## src/rtl/lu_pipe_acc.sv

```systemverilog
// WIDTH-bit 8-op logic unit, two-stage valid/ready pipeline with accumulator, zero/parity flags and op counter.
// Latency 2 cycles (accept edge k -> out_valid at edge k+1); S1 fills and in_ready drops while S2 is stalled.
module lu_pipe_acc #(
    parameter int WIDTH = 8,
    parameter int CNT_W = 16
) (
    input  logic             clk,
    input  logic             rst_n,
    input  logic             in_valid,
    output logic             in_ready,
    input  logic [WIDTH-1:0] a,
    input  logic [WIDTH-1:0] b,
    input  logic [2:0]       op,
    input  logic             use_acc,
    input  logic             acc_load,
    output logic             out_valid,
    input  logic             out_ready,
    output logic [WIDTH-1:0] saida,
    output logic             zero,
    output logic             paridade,
    output logic [WIDTH-1:0] acc_q,
    output logic [CNT_W-1:0] op_count
);

    logic             s1_v_q, s1_v_d;
    logic [WIDTH-1:0] s1_a_q, s1_a_d;
    logic [WIDTH-1:0] s1_b_q, s1_b_d;
    logic [2:0]       s1_op_q, s1_op_d;
    logic             s1_use_acc_q, s1_use_acc_d;
    logic             s1_acc_load_q, s1_acc_load_d;

    logic             s2_v_q, s2_v_d;
    logic [WIDTH-1:0] saida_q, saida_d;
    logic             zero_q, zero_d;
    logic             par_q, par_d;

    logic [WIDTH-1:0] acc_reg_q, acc_reg_d;
    logic [CNT_W-1:0] cnt_q, cnt_d;

    logic             s2_free, s1_move, accept, out_hs;
    logic [WIDTH-1:0] opnd_b, result;

    assign s2_free  = !s2_v_q || out_ready;
    assign s1_move  = s1_v_q && s2_free;
    assign in_ready = rst_n && (!s1_v_q || s2_free);
    assign accept   = in_valid && in_ready;
    assign out_hs   = s2_v_q && out_ready;

    // Accumulator is only read here, at the transfer, so a chained op always sees its predecessor's write.
    assign opnd_b = s1_use_acc_q ? acc_reg_q : s1_b_q;

    always_comb begin
        result = '0;
        case (s1_op_q)
            3'b000:  result = s1_a_q & opnd_b;
            3'b001:  result = ~(s1_a_q & opnd_b);
            3'b010:  result = s1_a_q | opnd_b;
            3'b011:  result = ~(s1_a_q | opnd_b);
            3'b100:  result = s1_a_q ^ opnd_b;
            3'b101:  result = ~(s1_a_q ^ opnd_b);
            3'b110:  result = ~s1_a_q;
            default: result = opnd_b;
        endcase
    end

    always_comb begin
        s1_v_d        = s1_v_q;
        s1_a_d        = s1_a_q;
        s1_b_d        = s1_b_q;
        s1_op_d       = s1_op_q;
        s1_use_acc_d  = s1_use_acc_q;
        s1_acc_load_d = s1_acc_load_q;
        s2_v_d        = s2_v_q;
        saida_d       = saida_q;
        zero_d        = zero_q;
        par_d         = par_q;
        acc_reg_d     = acc_reg_q;
        cnt_d         = cnt_q;

        if (accept) begin
            s1_v_d        = 1'b1;
            s1_a_d        = a;
            s1_b_d        = b;
            s1_op_d       = op;
            s1_use_acc_d  = use_acc;
            s1_acc_load_d = acc_load;
        end else if (s1_move) begin
            s1_v_d = 1'b0;
        end

        if (s1_move) begin
            s2_v_d  = 1'b1;
            saida_d = result;
            zero_d  = (result == '0);
            par_d   = ^result;
            if (s1_acc_load_q) begin
                acc_reg_d = result;
            end
        end else if (out_hs) begin
            s2_v_d = 1'b0;
        end

        if (out_hs) begin
            cnt_d = cnt_q + CNT_W'(1);
        end
    end

    always_ff @(posedge clk) begin
        if (!rst_n) begin
            s1_v_q        <= 1'b0;
            s1_a_q        <= '0;
            s1_b_q        <= '0;
            s1_op_q       <= '0;
            s1_use_acc_q  <= 1'b0;
            s1_acc_load_q <= 1'b0;
            s2_v_q        <= 1'b0;
            saida_q       <= '0;
            zero_q        <= 1'b0;
            par_q         <= 1'b0;
            acc_reg_q     <= '0;
            cnt_q         <= '0;
        end else begin
            s1_v_q        <= s1_v_d;
            s1_a_q        <= s1_a_d;
            s1_b_q        <= s1_b_d;
            s1_op_q       <= s1_op_d;
            s1_use_acc_q  <= s1_use_acc_d;
            s1_acc_load_q <= s1_acc_load_d;
            s2_v_q        <= s2_v_d;
            saida_q       <= saida_d;
            zero_q        <= zero_d;
            par_q         <= par_d;
            acc_reg_q     <= acc_reg_d;
            cnt_q         <= cnt_d;
        end
    end

    assign out_valid = s2_v_q;
    assign saida     = saida_q;
    assign zero      = zero_q;
    assign paridade  = par_q;
    assign acc_q     = acc_reg_q;
    assign op_count  = cnt_q;

endmodule

```

## config.mk

```make
export PLATFORM = sky130hd
export DESIGN_NAME = lu_pipe_acc
export DESIGN_NICKNAME = d
export VERILOG_FILES = /design/src/rtl/lu_pipe_acc.sv
export SDC_FILE = /design/constraint.sdc
export NUM_CORES = 1
export LEC_CHECK = 0
export ABC_CLOCK_PERIOD_IN_PS = 3700
export BUFFER_PORTS_ARGS = -buffer_cell sky130_fd_sc_hd__clkbuf_2
export CAP_MARGIN = 20
export CORE_AREA = 2 2 136 85
export CTS_BUF_LIST = sky130_fd_sc_hd__clkbuf_4
export DETAILED_ROUTE_END_ITERATION = 8
export DIE_AREA = 0 0 138 87
export GPL_TIMING_DRIVEN = 0
export MAX_ROUTING_LAYER = met4
export SETUP_SLACK_MARGIN = 0.4
export SLEW_MARGIN = 20
export SYNTH_ARGS = -nofsm -noshare
export SYNTH_HDL_FRONTEND = slang
export SYNTH_SLANG_ARGS = --single-unit
```

## constraint.sdc

```tcl
create_clock -name clk -period 3.7 [get_ports clk]
set_input_delay 0.37 -clock clk [delete_from_list [all_inputs] [get_ports clk]]
set_output_delay 0.37 -clock clk [all_outputs]
set_load 0.02 [all_outputs]
```

==> impl_metrics.env, run 1 <==
export IMPL_arrival_ns=3.24
export IMPL_p_total_mw=1.42
export IMPL_rows=30
export IMPL_power_switching_mw=0.433
export IMPL_synth_top_cell_area_share_pct=36.2
export IMPL_placed_area_um2=3630
export IMPL_track_usage_pct=16.3
export IMPL_p_sw_share_pct=30.4
export IMPL_stdcell_area_um2=3770
export IMPL_start_kind="flop"
export IMPL_multiInputGateArea_um2=1840
export IMPL_p_comb_share_pct=20.9
export IMPL_root_buffer="clkbuf_4"
export IMPL_min_period_ns=2.91
export IMPL_via_count=3003
export IMPL_holdPathEnd="s1_op_q[2]"
export IMPL_drive_above_1_share_pct=18.6
export IMPL_fillCellCount=1158
export IMPL_numCtsBuffers=9
export IMPL_port_buffers=60
export IMPL_drt_initial_drc_count=210
export IMPL_cp_end_kind="flop"
export IMPL_dr_pass1_iters=4
export IMPL_grt_busiest_layer="met2"
export IMPL_worstHoldPathCells=3
export IMPL_synth_distinct_cells=43
export IMPL_ys_seq_elements=57
export IMPL_ys_seq_area_share_pct=36.2
export IMPL_clkPwrFrac_pct=32.5
export IMPL_p_leak_nw=1.56
export IMPL_cp_cell_sequence="buf_2 -> mux2i_1 -> ha_1 -> nor2b_1 -> a21o_1 -> o211ai_1 -> nand2_1 -> ha_1 -> xnor2_1 -> xnor2_1 -> a211oi_1"
export IMPL_ios=61
export IMPL_clock_sinks=57
export IMPL_h_tree_depth=3
export IMPL_antenna_found_initial=0
export IMPL_regArea_um2=1140
export IMPL_clock_skew_ns=0.0163
export IMPL_syn_num_nets=437
export IMPL_drcViolationCount=0
export IMPL_hp_class="in2reg"
export IMPL_slowest_stage="mux2i_1"
export IMPL_setup_viol=0
export IMPL_cts_hold_buf=0
export IMPL_p_seq_share_pct=46.7
export IMPL_gr_usage_met1_pct=22.4
export IMPL_layout_nets=508
export IMPL_worstSetupPathType="reg2reg"
export IMPL_synth_top_area_cell="dfxtp_1"
export IMPL_netlist_instances=391
export IMPL_hold_viol_final=0
export IMPL_synth_ff_type="dfxtp_1"
export IMPL_use_met2_pct=23.1
export IMPL_finalCritPeriodShare_pct=78.5
export IMPL_synth_area_top_cells="dfxtp_1 36%, ha_1 8.3%, nand2_1 6.8%"
export IMPL_drv_cap=0
export IMPL_async_flop_share_pct=0
export IMPL_crit_required_ns=4.03
export IMPL_clk_pin_slew_ns=0.10
export IMPL_worst_pin_slew_ns=0.616
export IMPL_core_um2=10900
export IMPL_peakVddDrop_mv=0.127
export IMPL_grt_ovfl_total=0
export IMPL_fin_setup_tns_ns=0
export IMPL_synth_commonest_cells="57 x dfxtp_1, 57 x nand2_1, 26 x o21ai_0"
export IMPL_hpwl_um=7160
export IMPL_avgSynthCellArea_um2=8.07
export IMPL_power_density_nw_per_um2=377
export IMPL_worstPathMaxFanout=9
export IMPL_start_util_pct=29.0
export IMPL_crit_buf_inv=1
export IMPL_intPower_mw=0.989
export IMPL_clkLatencyLatePin_ns=0.43
export IMPL_dieArea_um2=12000
export IMPL_rr_startpoint="s1_use_acc_q"
export IMPL_via_per_inst=4.91
export IMPL_met3_usage_pct=5.17
export IMPL_clockBufferDepth=2
export IMPL_die_height_um=87
export IMPL_ys_warnings_count=0
export IMPL_synthToLayoutAreaGrowth_pct=19.5
export IMPL_r2r_slack_ns=0.79
export IMPL_rsz0062_at_grt="false"
export IMPL_ctsResizeCount=0
export IMPL_routed_wl_um=9180
export IMPL_startpoint="s1_use_acc_q"
export IMPL_postCtsSetupRepairBufs=0
export IMPL_synth_area_um2=3150
export IMPL_outcome="finished, final reports clean"
export IMPL_reg2reg_to="paridade"
export IMPL_wl_per_cell_um=15.0
export IMPL_ant_nets=0
export IMPL_relSlewSlack_pct=58.9
export IMPL_n_antenna_cell=0
export IMPL_synth_edf_count=0
export IMPL_drv_slew=0
export IMPL_slowest_delay_ns=0.37
export IMPL_grt_pass1_wl_um=14800
export IMPL_place_gp_congestion=0.814
export IMPL_cts_tree="yes"
export IMPL_cpLargestDelayFamily="compound AO/OA/AOI/OAI gates"
export IMPL_grt_max_degree=11
export IMPL_worstHoldStart="op[2]"
export IMPL_grt_pass1_vias=2856
export IMPL_fmax_mhz=344
export IMPL_r2r_cells=11
export IMPL_die_width_um=138
==> tightest hold or removal path, delay by kind of cell <==
family	cells	cell delay, ns
simple gates	1	0.04
buf+inv	1	0.07
compound gates	1	0.05
==> layout make-up <==
cell class                      count  share of cell area [%]
Multi-Input combinational cell    289                    48.9
Sequential cell                    57                    30.3
Timing Repair Buffer               60                    7.97
Tap cell                          144                    4.78
Buffer                             24                    2.42
Clock buffer                       12                    2.39
Inverter                           21                    2.09
Clock inverter                      4                    1.16
==> state kept, by name, summed over array words and instances (netlist names) <==
signal and cells:
op_count 16, s1_v_q 1, zero 1, saida 8, s1_use_acc_q 1, s1_op_q 3
out_valid 1, paridade 1, acc_q 8, s1_acc_load_q 1, s1_b_q 8, s1_a_q 8
==> stage by stage <==
stage	worst slack, ns	hold WS (ns)	util, %	instances
after floorplan	1.14	0.433	-	391
after global placement	0.857	0.446	33.4	595
after detailed placement	0.828	0.452	33.4	595
after CTS	0.792	0.116	34.6	611
after global routing	0.553	0.124	34.6	611
final	0.794	0.131	34.6	611
==> placed cells by master, fill, tap and decap left out, types with 3 or more instances in the layout <==
| master | count |
|---|---|
| nor2_1 | 18 |
| clkbuf_1 | 22 |
| nand2b_1 | 17 |
| or2_2 | 4 |
| ha_1 | 21 |
| nand4_1 | 4 |
| nand3_1 | 21 |
| mux2i_1 | 9 |
| nand2_1 | 57 |
| and3_1 | 5 |
| nor2b_1 | 9 |
| dfxtp_1 | 57 |
| o21ai_0 | 26 |
| xnor2_1 | 8 |
| a31oi_1 | 6 |
| o32ai_1 | 5 |
| or3_1 | 4 |
| clkbuf_4 | 12 |
| and2_1 | 6 |
| o31ai_1 | 12 |
| o22ai_1 | 6 |
| nor4_1 | 3 |
| a21oi_1 | 12 |
| inv_1 | 21 |
| xor2_1 | 5 |
| a211oi_1 | 3 |
| a22o_1 | 3 |
| nor3_1 | 5 |
| clkbuf_2 | 60 |
==> how the worst max path moves through the flow <==
| stage | depth (start not counted) | endpoint | slack [ns] |
|---|---|---|---|
| global placement | 11 | paridade | 0.86 |
| global route | 11 | paridade | 0.55 |
| finish | 11 | paridade | 0.79 |
| floorplan | 12 | paridade | 1.14 |
| detailed placement | 12 | paridade | 0.83 |
| CTS | 11 | paridade | 0.79 |
==> layer usage <==
metal  vias up  part of all wire [%]
met3         9                   6.1
met1      1405                    52
met5         -                     0
met2        74                    40
met4         0                   1.1
li1       1515                     -
==> power by group through the flow <==
| stage | Combinational [mW] | Sequential, mW | Clock, mW |
|---|---|---|---|
| 3_5_place_dp | 0.295 | 0.678 | 0 |
| 6_report | 0.297 | 0.664 | 0.462 |
| 4_1_cts | 0.297 | 0.664 | 0.473 |
| 5_1_grt | 0.338 | 0.667 | 0.500 |
| 3_3_place_gp | 0.284 | 0.677 | 0 |
| 2_1_floorplan | 0.199 | 0.684 | 0 |
==> cells by family (layout without fill, tap and decap cells) <==
group / Yosys count / in the layout / share of synthesized area (%)
simple gates: 162 / 162 / 26.3
xor+xnor: 13 / 13 / 3.61
buf+inv: 45 / 121 / 5.39
fa+ha+maj: 21 / 21 / 8.33
flops: 57 / 57 / 36.2
compound gates: 82 / 82 / 16.7
mux: 11 / 11 / 3.57
(Power assumes the default switching activity.)
==> run 2, diff against run 1 <==
--- a/config.mk
+++ b/config.mk
@@ -5,7 +5,7 @@
 export SDC_FILE = /design/constraint.sdc
 export NUM_CORES = 1
 export LEC_CHECK = 0
-export ABC_CLOCK_PERIOD_IN_PS = 3700
+export ABC_CLOCK_PERIOD_IN_PS = 2800
 export BUFFER_PORTS_ARGS = -buffer_cell sky130_fd_sc_hd__clkbuf_2
 export CAP_MARGIN = 20
 export CORE_AREA = 2 2 136 85
==> constraint.sdc (replaced) <==
create_clock -name clk -period 2.8 [get_ports clk]
set_input_delay 0.28 -clock clk [delete_from_list [all_inputs] [get_ports clk]]
set_output_delay 0.28 -clock clk [all_outputs]
set_load 0.02 [all_outputs]
==> impl_metrics.env, run 2 (synthesis results as in run 1) <==
export IMPL_timing_hold_ws_ns=0.0616
export IMPL_slowest_delay_ns=0.38
export IMPL_via_count=3111
export IMPL_clk_pin_slew_ns=0.10
export IMPL_synthToLayoutAreaGrowth_pct=28.0
export IMPL_power_density_nw_per_um2=484
export IMPL_ios=61
export IMPL_clock_sinks=57
export IMPL_numCtsBuffers=9
export IMPL_core_um2=10900
export IMPL_die_height_um=87
export IMPL_outcome="finished, final reports clean"
export IMPL_crit_required_ns=3.13
export IMPL_worst_pin_slew_ns=0.594
export IMPL_finalCritPeriodShare_pct=93.8
export IMPL_routed_wl_um=9430
export IMPL_drv_slew=0
export IMPL_min_period_ns=2.63
export IMPL_setup_viol=0
export IMPL_slowest_stage="dfxtp_4"
export IMPL_start_util_pct=29.0
export IMPL_cts_tree="yes"
export IMPL_n_antenna_cell=0
export IMPL_dr_pass1_iters=5
export IMPL_hp_class="in2reg"
export IMPL_start_kind="flop"
export IMPL_ant_nets=0
export IMPL_clkLatencyLatePin_ns=0.41
export IMPL_place_ws_ns=0.0463
export IMPL_grt_ovfl_total=0
export IMPL_die_width_um=138
export IMPL_root_buffer="clkbuf_4"
export IMPL_cp_cell_sequence="buf_8 -> mux2_4 -> inv_1 -> ha_4 -> nor2b_4 -> a211o_1 -> and2_1 -> ha_1 -> xnor2_2 -> xnor2_1 -> a211oi_1"
export IMPL_arrival_ns=2.95
export IMPL_drv_cap=0
export IMPL_grt_max_degree=11
export IMPL_cp_end_kind="flop"
export IMPL_worstPathMaxFanout=5
export IMPL_drive_above_1_share_pct=27.0
export IMPL_layout_common_cells="67 x clkbuf_2, 57 x nand2_1, 56 x dfxtp_1"
export IMPL_final_common_cell="clkbuf_2"
export IMPL_h_tree_depth=3
export IMPL_cts_hold_buf=0
export IMPL_p_leak_nw=1.66
export IMPL_drt_initial_drc_count=192
export IMPL_clockBufferDepth=2
export IMPL_post_route_util_pct=37.1
export IMPL_largest_reg_flops=16
export IMPL_drcViolationCount=0
export IMPL_rsz0062_at_grt="true"
export IMPL_hold_viol_final=0
export IMPL_grt_pass1_wl_um=14600
export IMPL_fmax_mhz=381
export IMPL_hpwl_um=7120
export IMPL_worstSetupPathType="reg2reg"
export IMPL_final_setup_worst_slack_ns=0.173
export IMPL_antenna_found_initial=0
export IMPL_fillCellCount=1158
export IMPL_port_buffers=60
export IMPL_track_usage_pct=15.9
export IMPL_dieArea_um2=12000
export IMPL_grt_pass1_vias=2808
export IMPL_clock_skew_ns=0.0136
export IMPL_layout_nets=516
export IMPL_place_gp_congestion=0.809
export IMPL_fin_setup_tns_ns=0
export IMPL_wl_per_cell_um=15.3
export IMPL_peakVddDrop_mv=0.182
export IMPL_rows=30
export IMPL_via_per_inst=5.03
export IMPL_relSlewSlack_pct=60.4
-- run 2: changes by cell type in the layout (fill, tap and decap cells not counted), sizes merged --
cell and delta:
buf +8, clkbuf -1
-- run 2: final cells by class --
type	count	area [µm²]	share of cell area (%)
multi-input combinational	289	2020	50.0
sequential	57	1140	28.4
timing repair buffer	68	377	9.33
tap	144	180	4.46
buffer	24	110	2.73
clock buffer	11	82.6	2.05
inverter	21	78.8	1.95
clock inverter	4	45.0	1.12
-- run 2: power breakdown --
| group | internal, mW | total (mW) | switching (mW) |
|---|---|---|---|
| Combinational | 0.228 | 0.485 | 0.258 |
| Sequential | 0.848 | 0.883 | 0.0351 |
| Clock | 0.283 | 0.588 | 0.305 |
-- run 2: per-layer routing --
metal / GRT usage, % / part of all wire (%)
met5: - / 0
met4: 4.64 / 1.3
met3: 3.52 / 6.4
met2: 22.0 / 40
met1: 23.0 / 52
-- run 2: repair_timing --
action	in CTS	in global routing
hold endpoints to repair	0	0
cloned	1	0
gates resized for setup	15	35
setup buffers	2	5
endpoints found under the setup margin	2	2
pin swaps	3	10
-- run 2: final timing paths --
path | startpoint | end | slack [ns] | cells after the start
hold reg to reg | zero | zero | 0.47 | 2
setup reg to reg | s1_use_acc_q | paridade | 0.17 | 11
setup / recovery | s1_use_acc_q | paridade | 0.17 | 11
hold / removal | b[4] | s1_b_q[4] | 0.06 | 3
-- run 2: metrics by stage --
stage	area [µm²]	total power [mW]	std cells
3_5_place_dp	3650	1.29	595
6_report	4040	1.96	618
3_3_place_gp	3650	1.28	595
4_1_cts	3850	1.90	613
5_1_grt	4040	2.05	618
2_1_floorplan	3170	1.17	391
-- run 2: critical path: cells and delay by family, from the launching register on --
family | cells | cell delay (ns)
buf+inv | 2 | 0.25
simple gates | 2 | 0.27
mux | 1 | 0.32
compound gates | 2 | 0.52
fa+ha+maj | 2 | 0.52
xor+xnor | 2 | 0.26
flops | 1 | 0.38
==> run 3, diff against run 2 <==
--- a/config.mk
+++ b/config.mk
@@ -14,6 +14,7 @@
 export DIE_AREA = 0 0 138 87
 export GPL_TIMING_DRIVEN = 0
 export MAX_ROUTING_LAYER = met4
+export REMOVE_ABC_BUFFERS = 1
 export SETUP_SLACK_MARGIN = 0.4
 export SLEW_MARGIN = 20
 export SYNTH_ARGS = -nofsm -noshare
==> impl_metrics.env, run 3 (synthesis results as in run 1) <==
export IMPL_final_setup_worst_slack_ns=0.210
export IMPL_r2r_cells=14
export IMPL_min_period_ns=2.59
export IMPL_dieArea_um2=12000
export IMPL_ant_nets=0
export IMPL_rsz0062_at_grt="true"
export IMPL_start_util_pct=29.0
export IMPL_grt_max_degree=44
export IMPL_p_comb_share_pct=28.5
export IMPL_holdPathEnd="s1_a_q[5]"
export IMPL_cp_end_kind="flop"
export IMPL_cts_tree="yes"
export IMPL_track_usage_pct=16.4
export IMPL_hpwl_um=5900
export IMPL_place_gp_congestion=0.822
export IMPL_worstHoldPathCells=3
export IMPL_largest_reg_flops=16
export IMPL_clkPwrFrac_pct=28.1
export IMPL_routed_wl_um=9590
export IMPL_drive_above_1_share_pct=35.0
export IMPL_r2r_slack_ns=0.21
export IMPL_worstSetupPathType="reg2reg"
export IMPL_worstHoldStart="a[5]"
export IMPL_via_per_inst=4.92
export IMPL_drv_slew=0
export IMPL_root_buffer="clkbuf_4"
export IMPL_reg2reg_to="saida[0]"
export IMPL_worst_pin_slew_ns=0.922
export IMPL_finalCritPeriodShare_pct=92.5
export IMPL_fmax_mhz=386
export IMPL_clockBufferDepth=2
export IMPL_h_tree_depth=3
export IMPL_n_antenna_cell=0
export IMPL_grt_pass1_wl_um=15000
export IMPL_drt_initial_drc_count=171
export IMPL_p_sw_share_pct=31.1
export IMPL_drcViolationCount=0
export IMPL_port_buffers=60
export IMPL_peakVddDrop_mv=0.212
export IMPL_power_density_nw_per_um2=476
export IMPL_ios=61
export IMPL_p_leak_nw=1.79
export IMPL_antenna_found_initial=0
export IMPL_rr_startpoint="s1_use_acc_q"
export IMPL_p_seq_share_pct=43.4
export IMPL_synthToLayoutAreaGrowth_pct=38.2
export IMPL_place_ws_ns=-0.347
export IMPL_hp_class="in2reg"
export IMPL_relSlewSlack_pct=38.5
export IMPL_layout_nets=519
export IMPL_power_switching_mw=0.646
export IMPL_wl_per_cell_um=15.4
export IMPL_grt_pass1_vias=2913
export IMPL_setup_viol=0
export IMPL_hold_viol_final=0
export IMPL_core_um2=10900
export IMPL_numCtsBuffers=9
export IMPL_die_height_um=87
export IMPL_p_total_mw=2.08
export IMPL_grt_ovfl_total=0
export IMPL_start_kind="flop"
export IMPL_dr_pass1_iters=5
export IMPL_clk_pin_slew_ns=0.10
export IMPL_clkLatencyLatePin_ns=0.43
export IMPL_outcome="finished, final reports clean"
export IMPL_intPower_mw=1.43
export IMPL_clock_skew_ns=0.0119
export IMPL_drv_cap=0
export IMPL_worstPathMaxFanout=5
export IMPL_final_common_cell="clkbuf_2"
export IMPL_rows=30
export IMPL_clock_sinks=57
export IMPL_arrival_ns=2.92
export IMPL_via_count=3054
export IMPL_fin_setup_tns_ns=0
export IMPL_layout_common_cells="60 x clkbuf_2, 57 x nand2_1, 54 x dfxtp_1"
export IMPL_post_route_util_pct=40.0
export IMPL_die_width_um=138
export IMPL_crit_required_ns=3.13
## run 3: layout make-up
type / instances / area (µm²)
fillers: 1112 / 6530
multi-input cells: 289 / 2200
flip-flops and latches: 57 / 1150
repair buffers: 94 / 621
well taps: 144 / 180
inverters: 21 / 82.6
clock buffers: 10 / 75.1
clock inverters: 5 / 47.5
repair inverters: 1 / 5.00
## run 3: worst max-delay path by stage
stage | cells past startpoint | startpoint | to
global placement | 11 | s1_use_acc_q | paridade
floorplan | 11 | s1_use_acc_q | paridade
global route | 11 | s1_use_acc_q | paridade
CTS | 14 | s1_use_acc_q | acc_q[3]
finish | 14 | s1_use_acc_q | saida[0]
detailed placement | 11 | s1_use_acc_q | paridade
## run 3: worst max-delay path: stages (launching register included)
cell	delay, ns
dfxtp_4	0.38
buf_12	0.16
mux2i_4	0.20
ha_1	0.28
nand2b_1	0.08
a32oi_1	0.26
o21ai_1	0.15
buf_4	0.16
buf_6	0.10
buf_6	0.10
buf_6	0.10
buf_6	0.10
buf_6	0.10
buf_6	0.11
o31ai_1	0.22
## run 3: layer usage
layer / wire length (µm) / vias to the layer above / track usage [%]
met5: 0 / - / -
met4: 170 / 0 / 5.57
met3: 529 / 14 / 4.34
met2: 4100 / 94 / 24.1
met1: 4790 / 1420 / 21.9
li1: - / 1526 / -
## run 3: repair_timing
action | CTS | global route
gates cloned | 1 | 0
gates resized for setup | 51 | 30
hold buffers | 0 | 0
endpoints found under the setup margin | 3 | 6
pin swaps | 23 | 21
setup buffers | 26 | 8
## run 3: through the flow
step           hold WS (ns)  instance area, µm²  instances
3_3_place_gp          0.446                3540        571
3_5_place_dp          0.448                3540        571
4_1_cts              0.0212                4140        613
2_1_floorplan         0.388                3060        367
6_report             0.0450                4360        621
5_1_grt              0.0216                4360        621
## run 3: power by group through the flow
| stage | registers, mW | clock network [mW] | logic [mW] |
|---|---|---|---|
| after floorplan | 0.917 | 0 | 0.235 |
| after global placement | 0.913 | 0 | 0.347 |
| after detailed placement | 0.914 | 0 | 0.358 |
| after CTS | 0.898 | 0.611 | 0.512 |
| after global routing | 0.909 | 0.645 | 0.647 |
| final | 0.901 | 0.585 | 0.591 |
